<file path="src/rtl/cpu_sequencer.sv">
// cpu_sequencer: multi-cycle fetch/decode/execute controller for the 9-bit accumulator datapath.
// Define SEQ_STEP_EN to add the single-step input (step) and the PAUSE state.
module cpu_sequencer #(
    parameter int unsigned PC_W         = 9,
    parameter int unsigned PC_STEP      = 4,
    parameter bit          ILLEGAL_HALT = 1'b0
) (
    input  logic            CLK,
    input  logic            RESET,
    input  logic            run,
`ifdef SEQ_STEP_EN
    input  logic            step,
`endif
    input  logic            instr_valid,
    input  logic [8:0]      instr_data,
    output logic            instr_ready,
    output logic [PC_W-1:0] pc,
    output logic [2:0]      alu_op,
    output logic            is_add,
    output logic            is_imm,
    output logic            reg_we,
    output logic            sram_cs,
    output logic            sram_rd,
    output logic            sram_we,
    output logic            busy,
    output logic            halted,
    output logic            illegal
);

    localparam int unsigned OPC_W = 4;
    localparam int unsigned ALU_W = 3;

    localparam logic [OPC_W-1:0] OP_MOVI  = 4'd0;
    localparam logic [OPC_W-1:0] OP_MOV   = 4'd1;
    localparam logic [OPC_W-1:0] OP_ADD   = 4'd2;
    localparam logic [OPC_W-1:0] OP_SUB   = 4'd3;
    localparam logic [OPC_W-1:0] OP_AND   = 4'd4;
    localparam logic [OPC_W-1:0] OP_OR    = 4'd5;
    localparam logic [OPC_W-1:0] OP_STORE = 4'd6;
    localparam logic [OPC_W-1:0] OP_LOAD  = 4'd7;
    localparam logic [OPC_W-1:0] OP_HALT  = 4'd8;

    localparam logic [ALU_W-1:0] ALU_FWD = 3'b000;
    localparam logic [ALU_W-1:0] ALU_ADD = 3'b001;
    localparam logic [ALU_W-1:0] ALU_AND = 3'b010;
    localparam logic [ALU_W-1:0] ALU_OR  = 3'b011;

    typedef enum logic [3:0] {
        S_IDLE     = 4'd0,
        S_FETCH    = 4'd1,
        S_DECODE   = 4'd2,
        S_EXEC     = 4'd3,
        S_MEM_RD   = 4'd4,
        S_MEM_WAIT = 4'd5,
        S_MEM_WR   = 4'd6,
        S_WB       = 4'd7,
        S_HALTED   = 4'd8
`ifdef SEQ_STEP_EN
        ,
        S_PAUSE    = 4'd9
`endif
    } state_t;

    // Where a completed instruction goes when the sequencer keeps running.
`ifdef SEQ_STEP_EN
    localparam state_t S_RESUME = S_PAUSE;
`else
    localparam state_t S_RESUME = S_FETCH;
`endif

    state_t           state;
    state_t           state_d;
    logic [OPC_W-1:0] opc_q;
    logic             accept;
    logic             opc_alu;
    logic             opc_illegal;

    logic [PC_W-1:0]  pc_d;
    logic [ALU_W-1:0] alu_op_d;
    logic             is_add_d;
    logic             is_imm_d;
    logic             reg_we_d;
    logic             sram_cs_d;
    logic             sram_rd_d;
    logic             sram_we_d;
    logic             busy_d;
    logic             halted_d;
    logic             illegal_d;

    // Operand and spare bits of the word belong to the datapath, not the sequencer.
    logic unused_instr_bits;
    assign unused_instr_bits = ^{instr_data[8:5], instr_data[0]};

    assign instr_ready = (state == S_FETCH);
    assign accept      = instr_ready && instr_valid;
    assign opc_alu     = (opc_q < OP_STORE);
    assign opc_illegal = (opc_q > OP_HALT);

    // State and registered outputs.
    always_ff @(posedge CLK or posedge RESET) begin
        if (RESET) begin
            state   <= S_IDLE;
            opc_q   <= '0;
            pc      <= '0;
            alu_op  <= ALU_FWD;
            is_add  <= 1'b1;
            is_imm  <= 1'b0;
            reg_we  <= 1'b0;
            sram_cs <= 1'b0;
            sram_rd <= 1'b0;
            sram_we <= 1'b0;
            busy    <= 1'b0;
            halted  <= 1'b0;
            illegal <= 1'b0;
        end else begin
            state   <= state_d;
            if (accept) begin
                opc_q <= instr_data[4:1];
            end
            pc      <= pc_d;
            alu_op  <= alu_op_d;
            is_add  <= is_add_d;
            is_imm  <= is_imm_d;
            reg_we  <= reg_we_d;
            sram_cs <= sram_cs_d;
            sram_rd <= sram_rd_d;
            sram_we <= sram_we_d;
            busy    <= busy_d;
            halted  <= halted_d;
            illegal <= illegal_d;
        end
    end

    // Next-state logic; run is only looked at in IDLE, FETCH and WB.
    always_comb begin
        state_d = state;
        case (state)
            S_IDLE: begin
                if (run) begin
                    state_d = S_FETCH;
                end
            end
            S_FETCH: begin
                if (accept) begin
                    state_d = S_DECODE;
                end else if (!run) begin
                    state_d = S_IDLE;
                end
            end
            S_DECODE: begin
                if (opc_alu) begin
                    state_d = S_EXEC;
                end else if (opc_q == OP_STORE) begin
                    state_d = S_MEM_WR;
                end else if (opc_q == OP_LOAD) begin
                    state_d = S_MEM_RD;
                end else if (opc_q == OP_HALT) begin
                    state_d = S_HALTED;
                end else begin
                    state_d = ILLEGAL_HALT ? S_HALTED : S_FETCH;
                end
            end
            S_EXEC:     state_d = S_WB;
            S_MEM_RD:   state_d = S_MEM_WAIT;
            S_MEM_WAIT: state_d = S_WB;
            S_MEM_WR:   state_d = S_RESUME;
            S_WB:       state_d = run ? S_RESUME : S_IDLE;
            S_HALTED:   state_d = S_HALTED;
`ifdef SEQ_STEP_EN
            S_PAUSE: begin
                if (step) begin
                    state_d = S_FETCH;
                end
            end
`endif
            default:    state_d = S_IDLE;
        endcase
    end

    // Output logic: strobes follow the state being entered so they are registered yet state-aligned.
    always_comb begin
        pc_d      = pc;
        alu_op_d  = alu_op;
        is_add_d  = is_add;
        is_imm_d  = is_imm;
        illegal_d = illegal;

        if (accept) begin
            pc_d = pc + PC_W'(PC_STEP);
        end

        if (state == S_DECODE) begin
            case (opc_q)
                OP_MOVI: begin
                    alu_op_d = ALU_FWD;
                    is_add_d = 1'b1;
                    is_imm_d = 1'b1;
                end
                OP_MOV: begin
                    alu_op_d = ALU_FWD;
                    is_add_d = 1'b1;
                    is_imm_d = 1'b0;
                end
                OP_ADD: begin
                    alu_op_d = ALU_ADD;
                    is_add_d = 1'b1;
                    is_imm_d = 1'b0;
                end
                OP_SUB: begin
                    alu_op_d = ALU_ADD;
                    is_add_d = 1'b0;
                    is_imm_d = 1'b0;
                end
                OP_AND: begin
                    alu_op_d = ALU_AND;
                    is_add_d = 1'b1;
                    is_imm_d = 1'b0;
                end
                OP_OR: begin
                    alu_op_d = ALU_OR;
                    is_add_d = 1'b1;
                    is_imm_d = 1'b0;
                end
                default: begin
                end
            endcase
            if (opc_illegal) begin
                illegal_d = 1'b1;
            end
        end

        reg_we_d  = (state_d == S_WB);
        sram_rd_d = (state_d == S_MEM_RD);
        sram_we_d = (state_d == S_MEM_WR);
        sram_cs_d = sram_rd_d || sram_we_d;
        busy_d    = !(state_d inside {S_IDLE, S_HALTED});
        halted_d  = (state_d == S_HALTED);
    end

endmodule

</file>
<file path="config.mk">
export PLATFORM = sky130hd
export DESIGN_NAME = cpu_sequencer
export DESIGN_NICKNAME = d
export VERILOG_FILES = /design/src/rtl/cpu_sequencer.sv
export SDC_FILE = /design/constraint.sdc
export NUM_CORES = 1
export LEC_CHECK = 0
export CAP_MARGIN = 20
export CORE_ASPECT_RATIO = 1.5
export CORE_UTILIZATION = 40
export CTS_BUF_LIST = sky130_fd_sc_hd__clkbuf_8
export DETAILED_ROUTE_END_ITERATION = 8
export GPL_TIMING_DRIVEN = 0
export PLACE_DENSITY = 0.66
export SLEW_MARGIN = 0
export SYNTH_ARGS = -nofsm -noshare
export SYNTH_HDL_FRONTEND = slang
export SYNTH_SLANG_ARGS = --single-unit
</file>
<file path="constraint.sdc">
create_clock -name CLK -period 2.1 [get_ports CLK]
set_clock_uncertainty 0.1 [all_clocks]
set_input_delay 0.21 -clock CLK [delete_from_list [all_inputs] [get_ports CLK]]
set_output_delay 0.21 -clock CLK [all_outputs]
set_load 0.05 [all_outputs]
</file>
Yosys cells after proc, flatten, opt, wreduce, memory -nomap -nowiden
Cells that the tools add are included.
{"block": "op_classes", "n_eq_ne": 20, "n_mux": 12, "add_sub_neg": 1, "magnitude_cmp": 2, "reduce_logical": 19}
{"operator": "4-bit by 3-bit equality test with 1-bit output (second input constant)", "count": 11}
{"operator": "4-bit case mux with 8 select lines", "count": 1}
{"operator": "4-bit 2-to-1 mux", "count": 7}
{"operator": "4-bit by 2-bit equality test with 1-bit output (second input constant)", "count": 4}
{"operator": "4-bit equality test (second input constant)", "count": 3}
{"operator": "4-bit zero test", "count": 3}
{"operator": "3-bit case mux with 4 select lines", "count": 1}
{"operator": "5-bit OR reduction", "count": 2}
{"operator": "9-bit by 3-bit adder with 9-bit output (second input constant)", "count": 1}
{"operator": "4-bit by 1-bit equality test with 1-bit output (second input constant)", "count": 2}
{"operator": "2-bit AND reduction", "count": 4}
{"operator": "2-bit nonzero test", "count": 3}
{"operator": "2-bit OR reduction", "count": 3}
{"operator": "4-bit > comparator (second input constant)", "count": 1}
{"operator": "4-bit by 3-bit less-than comparator with 1-bit output (second input constant)", "count": 1}
{"operator": "1-bit case mux with 2 select lines", "count": 2}
{"operator": "4-bit nonzero test", "count": 1}
{"operator": "1-bit logical AND", "count": 1}
{"operator": "1-bit zero test", "count": 1}
{"operator": "1-bit logical OR", "count": 1}
{"operator": "1-bit 2-to-1 mux", "count": 1}
{"block": "totals", "input_bits": 13, "output_inout_bits": 22, "register_bits": 29}

Logic depth before layout (Yosys ltp)
{"block": "logic_depth", "word_depth": 9, "depth_mapped": 6, "ltp_nobuf": 4}

Worst setup path before layout
OpenSTA, ideal clock, no wires.
{"block": "synth_timing", "path_type": "register to register", "start": "register state[2]", "end": "register pc[5]", "n_path_buf": 2, "path_slack_ps": 68, "stages_incl_launch_ff": 7, "period_less_slack_ps": 2032, "arrival_time_ps": 1791, "path_cell_list": "dfrtp_1 > buf_2 > nor4b_4 > and2_1 > buf_4 > nand4_1 > xnor2_1"}
{"block": "synth_between", "elab_chain_len": 2}
{"element": "start, declared", "line_no": "71", "rtl": "state_t state;"}
{"element": "start signal, assigned", "line_no": "116", "rtl": "state <= state_d;"}
{"element": "4-bit by 1-bit equality test with 1-bit output", "line_no": "94", "rtl": "assign instr_ready = (state == S_FETCH);"}
{"element": "via instr_ready", "line_no": "16", "rtl": "output logic instr_ready,"}
{"element": "1-bit logical AND", "line_no": "95", "rtl": "assign accept = instr_ready && instr_valid;"}
{"element": "end signal, assigned", "line_no": "120", "rtl": "pc <= pc_d;"}
{"element": "end, declared", "line_no": "17", "rtl": "output logic [PC_W-1:0] pc,"}
The timed path passes the listed nets, and every way through them passes these cells.
A chain may end at the register's enable or synchronous reset.

Worst setup path in the final report
{"block": "layout_timing", "start": "register state[3]", "end": "output port instr_ready"}
{"block": "layout_between", "elab_chain_len": 1}
{"element": "4-bit by 1-bit equality test with 1-bit output", "line_no": "94"}
{"element": "end, declared", "line_no": "16"}
No other way between the ends.

==> summary.txt <==
Pwr
  – Combinational share of power: 51.7%
  – Maximum VDD drop: 1004 uV
  – Switching share of power: 44.62%
  – Switching power: 1.030 mW
  – Total chip power: 2.309 mW
  – Power share of the sequential group: 35.0%
  – Power per unit of standard cell area: 1443 nW/um^2
  – Int Pwr: 1.279 mW
  – Static Leakage: 0.7113 nW
  – Clk pwr share: 13.3%

Logic synthesis
  – Count of state elements after synthesis: 26
  – Total standard cell area after synthesis: 1215 sq um
  – Post-synthesis instance total: 115
  – Mean Syn Cell Area: 10.56 sq um
  – Sequential share of the synthesized area: 53.66%
  – Number of flops mapped to enable cells by yosys: 0
  – Number of warnings reported in the yosys synthesis log: 0
  – Fraction of synthesized cell area taken by the top area cell type: 51.49%
  – Cell accounting for the most synthesized area: sky130_fd_sc_hd__dfrtp_1
  – Top post-synthesis cells by area: sky130_fd_sc_hd__dfrtp_1 51%, sky130_fd_sc_hd__nand2_1 6.8%, sky130_fd_sc_hd__xnor2_1 4.3%, sky130_fd_sc_hd__nor4b_4 3.9%, sky130_fd_sc_hd__buf_4 2.5%
  – Top_reg_cell synth: sky130_fd_sc_hd__dfrtp_1
  – Netlist cell types: 37
  – Fraction of registers with async set/reset: 100.0%

Critical path
  – Kind of start point of the critical path: flop
  – Cell with the largest stage delay on the worst path: sky130_fd_sc_hd__dlygate4sd2_1
  – Critical path buffer and inverter count: 1
  – Arr. time, crit path: 1.67 ns
  – Maximum fanout count along the critical path: 8
  – Critical-path cell list: nor4b_4, dlygate4sd2_1
  – Maximum single-stage delay on the critical path: 0.56 ns
  – Family of cells with the greatest summed delay on the critical path: buffers and inverters
  – Worst Path Class, Setup: reg -> out
  – Endpoint kind of the worst setup timing path: output pin
  – Required @ worst endpoint: 1.79 ns

CTS
  – Root buffer cell: sky130_fd_sc_hd__clkbuf_8
  – Setup Fix Bufs, Post-CTS: 0
  – Num CTS Buffers: 3
  – Latest clock arrival within the worst-skew pair: 0.26 ns
  – CTS clock-pin slew for the worst setup and hold paths: 0.08 ns
  – Clock tree sinks: 26
  – Clock H-tree levels: 1
  – CTS Buffer Depth: 2
  – Clock tree from TritonCTS: built

Detailed routing
  – DRC violations left: 0
  – Remaining number of nets flagged by the antenna check after routing: 0
  – Final routed wirelength across all metal layers: 2245 um
  – Wire per inst: 12.01 um
  – Via/cell ratio: 4.829
  – Initial DRT Pass Iterations: 4
  – First DRT Iteration DRCs: 16
  – Via count: 903

Placed design
  – Number of cells in the design after placement: 182
  – Buffers on Ports: 26
  – Gpl congestion: 0.8309
  – Placed wire-length estimate: 1644 um

GRT
  – Tot GR Track Use: 16.95%
  – Congestion Overflow GR: 0
  – Antenna violations before repair: 0
  – Via count of the first global-routing pass: 911
  – Pin count of the biggest net entering global routing: 27
  – First-pass GRT wire length: 4112 um

Finish
  – Fin nets: 163
  – Share of layout cells above drive strength 1: 11.49%
  – Synthesis-to-layout area growth: 31.72%
  – Diode count: 0
  – Final Instance Count excl. Fillers: 187
  – Count of fill cells added during filler insertion: 291

STA
  – Max Slew Vio Count: 0
  – Min Tclk post-route: 1.976 ns
  – Number of hold violations in the final report: 0
  – Fraction of the cycle the final worst path needs: 94.08%
  – Setup-failing EPs final: 0
  – Pin slew with the least headroom to its limit: 0.5165 ns
  – Highest clock frequency the design can meet: 0.5062 GHz
  – Slew HR: 65.46%
  – Post-route setup TNS: 0 ns
  – Setup repair after global routing missed its margin: false

Hold path
  – Type of the worst min-delay path: in -> async

Run
  – Count of max-cap constraint violations: 0

Floorplanning
  – # rows: 24
  – Area of the die: 3266 sq um
  – Core area: 2913 sq um
  – Die H: 69.50 um
  – Horizontal die dimension: 47 um
  – Ports placed on the boundary: 35
  – Starting Density: 41.71%

Status
  – Run status: complete, no violations
==> sequential cells by signal, summed over array words and instances, names as in the netlist <==
name     cells
is_add       1
state        4
is_imm       1
illegal      1
sram_rd      1
sram_we      1
pc           7
alu_op       2
reg_we       1
sram_cs      1
busy         1
halted       1
opc_q        4
==> synthesized netlist by cell type, types with 3 or more instances <==
cell type	count
sky130_fd_sc_hd__a21boi_0	3
sky130_fd_sc_hd__nand2_1	22
sky130_fd_sc_hd__a21oi_1	4
sky130_fd_sc_hd__xnor2_1	6
sky130_fd_sc_hd__inv_1	4
sky130_fd_sc_hd__nand4_1	4
sky130_fd_sc_hd__buf_4	4
sky130_fd_sc_hd__o21ai_0	4
sky130_fd_sc_hd__dfrtp_1	25
sky130_fd_sc_hd__nand2b_1	3
sky130_fd_sc_hd__nor2_1	5
==> repair_timing <==
action	CTS	global route
hold buffers	0	0
setup endpoints to repair	1	0
resized for setup	1	0
endpoints found under the hold margin	0	0
==> per-stage QoR <==
step	hold WS (ns)	area [sq um]	worst slack (ns)	util, %
floorplan	0.1493	1222	0.06765	-
global placement	0.3629	1531	0.1112	52.58
detailed placement	0.3634	1531	0.1048	52.58
CTS	0.3654	1585	0.09340	54.42
global route	0.2061	1600	0.01788	54.94
finish	0.1524	1600	0.1244	54.94
==> cell usage in the layout (no fill, tap or decap), types with 2 or more instances in the layout <==
cell type / count
sky130_fd_sc_hd__nor2_1: 5
sky130_fd_sc_hd__a21boi_0: 3
sky130_fd_sc_hd__and3_1: 2
sky130_fd_sc_hd__buf_2: 2
sky130_fd_sc_hd__clkbuf_8: 4
sky130_fd_sc_hd__o21bai_1: 2
sky130_fd_sc_hd__nand2_1: 22
sky130_fd_sc_hd__conb_1: 3
sky130_fd_sc_hd__clkdlybuf4s50_1: 25
sky130_fd_sc_hd__buf_4: 4
sky130_fd_sc_hd__nor4b_4: 2
sky130_fd_sc_hd__xnor2_1: 6
sky130_fd_sc_hd__o21ai_0: 4
sky130_fd_sc_hd__inv_1: 4
sky130_fd_sc_hd__nand2b_1: 3
sky130_fd_sc_hd__a2bb2oi_1: 2
sky130_fd_sc_hd__dfrtp_1: 25
sky130_fd_sc_hd__nand4_1: 4
sky130_fd_sc_hd__a21oi_1: 4
==> area by class of cell <==
type / instances / area (sq um) / share of cell area (%)
tap: 39 / 48.80 / 3.049
timing repair buffer: 27 / 274.0 / 17.12
sequential: 26 / 651.9 / 40.74
multi-input combinational: 79 / 508.0 / 31.74
clock buffer: 4 / 55.05 / 3.440
inverter: 4 / 15.01 / 0.9382
buffer: 8 / 47.55 / 2.971
==> power groups by stage <==
stage	combinational (mW)	sequential, mW	clock, mW
finish	1.19	0.809	0.307
floorplan	0.563	1.11	0
CTS	1.20	0.812	0.322
global placement	1.18	0.813	0
detailed placement	1.20	0.820	0
global route	1.30	0.837	0.340
==> routing by layer <==
| metal | track usage (%) | wire length [um] |
|---|---|---|
| met5 | 0 | 0 |
| met1 | 23.91 | 938 |
| met3 | 3.125 | 88 |
| met2 | 25.00 | 1197 |
| met4 | 7.302 | 21 |
==> cell families (layout without fill, tap and decap cells) <==
group | Yosys count | in the layout | synth area share (%)
and+or+nand+nor | 47 | 47 | 22.86
DFF | 26 | 26 | 53.66
AOI/OAI and AO/OA | 21 | 21 | 11.74
buffers and inverters | 12 | 43 | 5.149
xor gates and xnor gates | 6 | 6 | 4.325
adders and majority gates | 1 | 1 | 1.030
other | 1 | 3 | 0.3087
muxes | 1 | 1 | 0.9268
==> worst paths after layout <==
path | from | endpoint | slack [ns] | depth (start not counted)
worst max-delay path | state[3]$_DFF_PP0_ | instr_ready | 0.12 | 2
worst min-delay path | RESET | halted$_DFF_PP0_ | 0.15 | 2
worst max register to register | state[3]$_DFF_PP0_ | is_add$_DFFE_PP1P_ | 0.28 | 4
worst min register to register | pc[8]$_DFFE_PP0P_ | pc[8]$_DFFE_PP0P_ | 0.38 | 1
max in group asynchronous | RESET | is_add$_DFFE_PP1P_ | 1.21 | 3
min in group CLK | instr_data[1] | opc_q[0]$_DFFE_PP0P_ | 0.38 | 3
Note: power is estimated with default switching activity, not from simulation.
